**src/rtl/vram_fill_ctrl.sv**
```systemverilog
// vram_fill_ctrl: write-port sequencer/arbiter for the double-buffered VRAM.
// Shares one write port between CPU stores, a full-screen clear engine and a
// rectangle-fill engine, and performs vsync-aligned front-buffer swaps.
// Optional macro FILL_ABORT_EN adds an abort input that cancels CLS/FILL.
module vram_fill_ctrl #(
   parameter int FB_W = 320,
   parameter int FB_H = 480,
   parameter int AW   = 20
) (
   input  logic          clk,
   input  logic          rst,
   input  logic [AW-1:0] cpu_addr,
   input  logic [7:0]    cpu_data,
   input  logic          cpu_we,
   input  logic          cpu_re,
   input  logic          cls_rq,
   output logic          cls_ack,
   input  logic [8:0]    fill_x0,
   input  logic [8:0]    fill_y0,
   input  logic [8:0]    fill_w,
   input  logic [8:0]    fill_h,
   input  logic [7:0]    fill_val,
   input  logic          fill_rq,
   output logic          fill_ack,
   output logic          busy,
   input  logic          swap_rq,
   input  logic          vsync,
   output logic          bufswap,
   output logic          swap_ack,
`ifdef FILL_ABORT_EN
   input  logic          abort,
`endif
   output logic [AW-1:0] vmem_addr,
   output logic [7:0]    vmem_data,
   output logic          vmem_we,
   output logic          vmem_re
);

   localparam logic [AW-1:0] LAST_ADDR = AW'(FB_W * FB_H - 1);
   localparam logic [10:0]   W11       = 11'(FB_W);
   localparam logic [10:0]   H11       = 11'(FB_H);

   typedef enum logic [1:0] {IDLE, SETUP, CLS, FILL} state_t;
   state_t state, state_n;

   // cnt is the clear address in CLS and the current row base in FILL
   logic [AW-1:0] cnt, cnt_n;
   logic [8:0]    col, col_n, row, row_n, wc, wc_n, hc, hc_n;
   logic [8:0]    x0_q, y0_q, w_q, h_q;
   logic [7:0]    val_q;
   logic          cls_ack_n, fill_ack_n;
   logic          eng_we;
   logic [AW-1:0] eng_addr;
   logic [7:0]    eng_data;
   logic          abort_i;
   logic [10:0]   xr, yr;
   logic [8:0]    wc_c, hc_c;
   logic [AW-1:0] base_c;
   logic [2:0]    vs_sync;
   logic          vs_fall, swap_pending;

`ifdef FILL_ABORT_EN
   assign abort_i = abort;
`else
   assign abort_i = 1'b0;
`endif

   // Clipping: room left to the right/bottom edge, zero when origin is off-screen
   assign xr     = ({2'b0, x0_q} >= W11) ? 11'd0 : W11 - {2'b0, x0_q};
   assign yr     = ({2'b0, y0_q} >= H11) ? 11'd0 : H11 - {2'b0, y0_q};
   assign wc_c   = 9'(({2'b0, w_q} < xr) ? {2'b0, w_q} : xr);
   assign hc_c   = 9'(({2'b0, h_q} < yr) ? {2'b0, h_q} : yr);
   assign base_c = AW'(y0_q) * AW'(FB_W) + AW'(x0_q);

   // Engine state register plus captured rectangle parameters
   always_ff @(posedge clk or posedge rst) begin
      if (rst) begin
         state <= IDLE;
         cnt   <= '0;
         col   <= '0;
         row   <= '0;
         wc    <= '0;
         hc    <= '0;
         x0_q  <= '0;
         y0_q  <= '0;
         w_q   <= '0;
         h_q   <= '0;
         val_q <= '0;
      end else begin
         state <= state_n;
         cnt   <= cnt_n;
         col   <= col_n;
         row   <= row_n;
         wc    <= wc_n;
         hc    <= hc_n;
         if (state == IDLE) begin
            x0_q  <= fill_x0;
            y0_q  <= fill_y0;
            w_q   <= fill_w;
            h_q   <= fill_h;
            val_q <= fill_val;
         end
      end
   end

   // Next-state, engine write request and ack generation; CPU store stalls engine
   always_comb begin
      state_n    = state;
      cnt_n      = cnt;
      col_n      = col;
      row_n      = row;
      wc_n       = wc;
      hc_n       = hc;
      cls_ack_n  = 1'b0;
      fill_ack_n = 1'b0;
      eng_we     = 1'b0;
      eng_addr   = cnt;
      eng_data   = 8'h00;
      case (state)
         IDLE: begin
            if (cls_rq) begin
               state_n = CLS;
               cnt_n   = '0;
            end else if (fill_rq) begin
               state_n = SETUP;
            end
         end
         SETUP: begin
            if (wc_c == 9'd0 || hc_c == 9'd0) begin
               state_n    = IDLE;
               fill_ack_n = 1'b1;
            end else begin
               state_n = FILL;
               wc_n    = wc_c;
               hc_n    = hc_c;
               cnt_n   = base_c;
               col_n   = '0;
               row_n   = '0;
            end
         end
         CLS: begin
            if (abort_i) begin
               state_n   = IDLE;
               cls_ack_n = 1'b1;
            end else if (!cpu_we) begin
               eng_we   = 1'b1;
               eng_addr = cnt;
               cnt_n    = cnt + AW'(1);
               if (cnt == LAST_ADDR) begin
                  state_n   = IDLE;
                  cls_ack_n = 1'b1;
               end
            end
         end
         FILL: begin
            if (abort_i) begin
               state_n    = IDLE;
               fill_ack_n = 1'b1;
            end else if (!cpu_we) begin
               eng_we   = 1'b1;
               eng_addr = cnt + AW'(col);
               eng_data = val_q;
               if (col == wc - 9'd1) begin
                  col_n = '0;
                  cnt_n = cnt + AW'(FB_W);
                  row_n = row + 9'd1;
                  if (row == hc - 9'd1) begin
                     state_n    = IDLE;
                     fill_ack_n = 1'b1;
                  end
               end else begin
                  col_n = col + 9'd1;
               end
            end
         end
         default: state_n = IDLE;
      endcase
   end

   // Registered write port, acks and busy (all aligned one cycle after grant)
   always_ff @(posedge clk or posedge rst) begin
      if (rst) begin
         vmem_addr <= '0;
         vmem_data <= '0;
         vmem_we   <= 1'b0;
         vmem_re   <= 1'b0;
         cls_ack   <= 1'b0;
         fill_ack  <= 1'b0;
         busy      <= 1'b0;
      end else begin
         cls_ack  <= cls_ack_n;
         fill_ack <= fill_ack_n;
         busy     <= (state != IDLE);
         vmem_we  <= cpu_we | eng_we;
         vmem_re  <= cpu_re & ~cpu_we & ~eng_we;
         if (cpu_we) begin
            vmem_addr <= cpu_addr;
            vmem_data <= cpu_data;
         end else if (eng_we) begin
            vmem_addr <= eng_addr;
            vmem_data <= eng_data;
         end else if (cpu_re) begin
            vmem_addr <= cpu_addr;
            vmem_data <= '0;
         end else begin
            vmem_addr <= '0;
            vmem_data <= '0;
         end
      end
   end

   // vsync synchroniser; falling edge taken on the synchronised value
   assign vs_fall = vs_sync[2] & ~vs_sync[1];

   // Swap scheduling: pending flag merged, executed on vsync fall while idle
   always_ff @(posedge clk or posedge rst) begin
      if (rst) begin
         vs_sync      <= 3'b111;
         swap_pending <= 1'b0;
         bufswap      <= 1'b0;
         swap_ack     <= 1'b0;
      end else begin
         vs_sync  <= {vs_sync[1:0], vsync};
         swap_ack <= 1'b0;
         if (vs_fall && swap_pending && state == IDLE) begin
            bufswap      <= ~bufswap;
            swap_ack     <= 1'b1;
            swap_pending <= swap_rq;
         end else if (swap_rq) begin
            swap_pending <= 1'b1;
         end
      end
   end

endmodule

```
**config.mk**
```make
export PLATFORM = sky130hd
export DESIGN_NAME = vram_fill_ctrl
export DESIGN_NICKNAME = d
export VERILOG_FILES = /design/src/rtl/vram_fill_ctrl.sv
export SDC_FILE = /design/constraint.sdc
export NUM_CORES = 1
export LEC_CHECK = 0
export BUFFER_PORTS_ARGS = -buffer_cell sky130_fd_sc_hd__buf_2
export CORE_MARGIN = 1
export CORE_UTILIZATION = 40
export DETAILED_ROUTE_END_ITERATION = 16
export GPL_TIMING_DRIVEN = 0
export SLEW_MARGIN = 10
export SYNTH_ARGS = -nofsm -noshare
export SYNTH_HDL_FRONTEND = slang
export SYNTH_SLANG_ARGS = --single-unit
```
**constraint.sdc**
```tcl
create_clock -name clk -period 4.4 [get_ports clk]
set_clock_uncertainty 0.05 [all_clocks]
set_input_delay 0.44 -clock clk [delete_from_list [all_inputs] [get_ports clk]]
set_output_delay 0.44 -clock clk [all_outputs]
set_load 0.01 [all_outputs]
```
==> results of run 1 <==
-- flip-flops by register name (all words and copies together), names as in the netlist, 2 cells and up --
signal and count:
cnt 20, col 9, h_q 9, hc 9, row 9, state 2, val_q 8, vmem_addr 20
vmem_data 8, vs_sync 3, w_q 9, wc 9, x0_q 9, y0_q 9
-- metrics by stage --
step	instance area, µm²	hold WS (ns)	instances	worst slack, ns	TNS (ns)
floorplan	8970	0.295	983	0.134	0
detailed placement	9920	0.299	1377	0.146	0
global route	10500	0.0350	1410	0.00601	0
finish	10500	0.0493	1410	0.357	0
global placement	9890	0.296	1376	-1.68	-229.21
CTS	10500	0.0365	1410	0.105	0
-- timing repair --
item,4_1_cts,5_1_grt
setup endpoints to repair,0,44
hold buffers,1,0
resized for setup,0,12
endpoints found under the hold margin,35,0
-- final timing paths --
| check | startpoint | end | depth (start not counted) |
|---|---|---|---|
| setup reg to reg | y0_q[1] | row[7] | 17 |
| min in group asynchronous | rst | vmem_addr[14] | 3 |
| setup / recovery | y0_q[1] | row[7] | 17 |
| hold / removal | vsync | vs_sync[0] | 1 |
| max in group asynchronous | rst | y0_q[0] | 4 |
| hold reg to reg | vs_sync[0] | vs_sync[1] | 0 |
-- area by class of cell --
cell class	count	area, µm²
well taps	280	350
repair buffers	115	603
clock inverters	13	129
fillers	2125	11300
clock buffers	19	453
multi-input cells	756	5110
plain buffers	48	218
inverters	38	150
flip-flops and latches	141	3530
-- layer usage --
metal | global-route usage | routed length, µm | vias up
met5 | 0 | 0 | -
met4 | 0.0693 | 462 | 0
met3 | 0.0539 | 1520 | 33
met2 | 0.343 | 10900 | 246
met1 | 0.299 | 11300 | 3658
li1 | - | - | 3829
-- logic make-up after synthesis --
logic type / count (synthesis) / share of synthesized area
XOR/XNOR: 64 / 0.0625
multiplexers: 49 / 0.0602
AND/OR/NAND/NOR: 343 / 0.189
adder cells (fa/ha/maj): 53 / 0.0764
AO/OA/AOI/OAI: 247 / 0.179
buffers and inverters: 86 / 0.0392
flip-flops: 141 / 0.394
-- where the power goes --
group          total (µW)  switching [µW]  internal [µW]
logic                4680            2730           1950
clock network        1440             615            820
registers            2270             508           1760
-- cell usage in the layout, fill, tap and decap left out, drive strengths merged, types with 8 or more instances in the layout --
master  count
a21oi      47
a211oi     14
mux2       40
nand3      44
ha         50
o21a       10
o211ai     11
o31ai      11
nor3       17
nand2b     11
clkbuf     56
dfrtp     138
o21ai      83
xor2       21
nand4      22
nor2b      13
nor2       78
mux2i       9
and2        8
inv        44
xnor2      43
buf       125
and3        9
a22o        9
nand2     100
-- critical path: stages, from the launching register on --
cell,delay (ns)
dfrtp_1,0.47
inv_1,0.15
ha_1,0.23
nor4b_4,0.29
nor2b_1,0.12
nand3_1,0.10
o21a_1,0.17
ha_1,0.25
a211oi_1,0.31
o21bai_1,0.12
o22ai_1,0.21
buf_2,0.24
nand4_1,0.10
o41a_1,0.24
and2_4,0.21
buf_6,0.14
or4_1,0.50
nand2_1,0.08
==> reports/results.ini, run 1 <==
[die]
design.die.area_um2 = 23000
die_w_um = 152
coreArea_um2 = 21900
die_y_um = 152
initial_core_util = 0.410
rows = 54
io_pins = 115

[final_layout]
fin_nets = 1250
syn_to_final_growth_pct = 17.5
layout-drive-gt1-share = 0.196
fin_util = 0.482
antenna_cells = 0

[clocking]
cts_buffers = 17
cts.sinks = 141
post_cts_buffers = 0
tritoncts = built
clk_path_buf_depth = 2
clk_pin_slew_ns = 0.06
clk_latency_ns = 0.44
htree_levels = 4
clockRootBuffer = clkbuf_16

[placement]
portBuffers = 113
gp_congestion = 0.943
hpwl_mm = 18.1

[worst_setup_path]
start_kind = flop
crit_path_end_kind = flop
critPathArrivalTime_ns = 4.37
crit_fanout = 10
crit_type = flop to flop
required_ns = 4.73
ff2ff_setup_slack_ns = 0.36

[yosys]
synth_ff_type = dfrtp_1
synth_edf_count = 0
synth_top_cell_area_share = 0.385
netlist_top_cells_area = dfrtp_1 (38%), ha_1 (7.0%), mux2_2 (5.0%), o21ai_0 (4.6%), xnor2_1 (4.2%)
synthArstFlopShare = 1.00
ys_warn_count = 0
syn_nets = 1116
yosys_register_bits = 141
yosys.cell_count.top_type = dfrtp_1
yosys.area.top_type = dfrtp_1
syn-cell-area_um2 = 8970
ys_seq_area_frac = 0.394
synthDistinctLibCells = 75
synthCells = 983
synthTopCellsByCount = dfrtp_1 (138), nand2_1 (100), o21ai_0 (82)
synth.avg_cell_area_um2 = 9.13

[global_routing]
grt_pass1_vias = 7335
grtUsageTotal = 0.220
antenna_found_initial = 0
overflow = 0
grt_pass1_wl_mm = 38.8
grt_max_degree = 107

[timing]
rsz0062_at_grt = false
setup_viol_count_final = 0
clock.fmax_ghz = 0.247
period_minus_slack_ns = 4.04
post-route-period-util = 0.919
hold_viol_final = 0
worst_pin_slew_ns = 1.07
slew_headroom = 0.287
drv_slew = 0

[detailed_routing]
drtAntennaViolNets = 0
via_per_inst = 5.51
wire_per_inst_um = 17.1
drt_pass1_iterations = 5
drt_iter0_drc = 547
drc = 0
drt_wl_total_mm = 24.1
vias = 7766

[power]
power_uw = 8380
vdd_drop_max_v = 0.000355
pwr_density_cell_nw_per_um2 = 795
p_leak_uw = 0.00462

[status]
outcome = finished, final reports clean

[flow_run]
cap_viol_max_count = 0

[hold_path]
hold_path.class = primary input to flop

Note: power is estimated with default switching activity, not from simulation.
==> run 2, diff against run 1 <==
- CELL_PAD_IN_SITES_DETAIL_PLACEMENT: unset -> 1
- CELL_PAD_IN_SITES_GLOBAL_PLACEMENT: unset -> 2
- CORE_UTILIZATION: 40 -> 33
- PLACE_DENSITY_LB_ADDON: unset -> 0.1
==> reports/results.ini, run 2 (synthesized netlist as in run 1, its figures left out) <==
[final_layout]
mostFrequentLayoutCell = dfrtp_1
finalNonFillerCells = 1468
antenna_cells = 0
n_fill_cell = 3101
fin_util = 0.405
biggestRegsByFlops = cnt: 20 flops, vmem_addr: 20 flops
syn_to_final_growth_pct = 19.0
final_cell_mix = dfrtp_1 (137), buf_2 (116), nand2_1 (100)
fin_nets = 1253
layout-drive-gt1-share = 0.199

[die]
rows = 59
coreArea_um2 = 26400
io_pins = 115
design.die.area_um2 = 27900
initial_core_util = 0.340
die_w_um = 167
die_y_um = 167

[global_routing]
gr-max-usage-layer = met2
antenna_found_initial = 0
met3_usage = 0.0356
grt_max_degree = 79
grt_pass1_vias = 8160
grt_pass1_wl_mm = 45.4
use_met2 = 0.344
grtUsageTotal = 0.209
overflow = 0
grt.met1_usage = 0.280

[timing]
post-route-period-util = 0.927
period_minus_slack_ns = 4.08
slew_headroom = 0.209
drv_slew = 0
clock.fmax_ghz = 0.245
worst_pin_slew_ns = 1.18
hold_viol_final = 0
setup_slack_ns = 0.319
setup_viol_count_final = 0

[worst_setup_path]
reg2reg_to = row[7]
critPathArrivalTime_ns = 4.40
critical_path.cell_chain = inv_1, ha_1, nand2b_1, o21ai_0, nand3_1, ha_1, a2111oi_0, o21ai_0, o22ai_1, clkbuf_4, nand4_1, o41a_1, and2_4, buf_6, or4_1, nand2_1
crit_path_end_kind = flop
crit_type = flop to flop
ff2ff_setup_slack_ns = 0.32
critPathBufInv = 3
required_ns = 4.71
path_delay_family = compound AO/OA/AOI/OAI gates
start_kind = flop
cp.depth = 16
crit_fanout = 10
ff2ff_path_depth = 16
r2r-start = y0_q[0]
slowest_delay_ns = 0.50
crit_slowest_cell = or4_1

[clocking]
clk_path_buf_depth = 2
cts_buffers = 17
cts.sinks = 141
clockRootBuffer = clkbuf_16
clk_latency_ns = 0.44
tritoncts = built
htree_levels = 4
clk_pin_slew_ns = 0.07

[detailed_routing]
drt_iter0_drc = 351
drt_wl_total_mm = 28.3
drtAntennaViolNets = 0
vias = 7914
drt_pass1_iterations = 4
drc = 0
wire_per_inst_um = 19.3
via_per_inst = 5.39

[placement]
gp_congestion = 0.843
dp_cells = 1432
hpwl_mm = 21.4
portBuffers = 113
place_ws_ns = -0.118

[hold_path]
hp-start = vsync
hold_depth = 1
hold_path.class = primary input to flop
min_to = vs_sync[0]

[power]
vdd_drop_max_v = 0.000282
pwr_density_cell_nw_per_um2 = 817
power_uw = 8720
p_leak_uw = 0.00465

[status]
outcome = finished, final reports clean

[flow_run]
cap_viol_max_count = 0

-- run 2: changes by cell type in the layout (fill, tap and decap cells not counted), moves of 2 or more --
cell	delta
buf_2	-3
buf_4	+3
clkbuf_4	+3
bufinv_16	+2
clkbuf_8	-2
inv_6	-2
-- run 2: area by class of cell --
type / instances / area, µm² / area share
buffer: 48 / 226 / 0.0212
clock buffer: 19 / 433 / 0.0406
multi-input combinational: 756 / 5120 / 0.480
tap: 335 / 419 / 0.0393
inverter: 38 / 150 / 0.0141
clock inverter: 13 / 164 / 0.0154
sequential: 141 / 3530 / 0.331
timing repair buffer: 118 / 626 / 0.0586
-- run 2: routing by layer --
layer / part of all wire / routed length [µm]
met1: 0.47 / 13200
met2: 0.47 / 13300
met3: 0.049 / 1390
met4: 0.015 / 417
met5: 0 / 0
-- run 2: power by group --
group / internal, µW / total [µW] / switching (µW)
Sequential: 1760 / 2280 / 521
Clock: 896 / 1520 / 624
Combinational: 2010 / 4920 / 2910
Total: 4660 / 8720 / 4050
-- run 2: worst max path at each step --
stage            start      end  slack (ns)
5_1_grt        y0_q[0]   col[8]       -0.02
2_1_floorplan      rst  bufswap        0.13
3_3_place_gp       rst  bufswap       -2.01
6_report       y0_q[0]   row[7]        0.32
3_5_place_dp   y0_q[0]   col[2]       -0.12
4_1_cts        y0_q[0]  cnt[10]       0.007
-- run 2: repair_timing --
action,in CTS,in global routing
endpoints found under the setup margin,19,53
endpoints found under the hold margin,3,0
hold buffers,1,0
buffers inserted,0,3
pin swaps,0,1
gates resized for setup,2,16
-- run 2: per-stage QoR --
step                      hold slack (ns)  area [µm²]  TNS (ns)
after floorplan                     0.295        8970         0
after global placement              0.297        9960   -276.22
after detailed placement            0.300        9990     -1.13
after CTS                          0.0385       10600         0
after global routing               0.0350       10700   -0.0726
final                              0.0476       10700         0
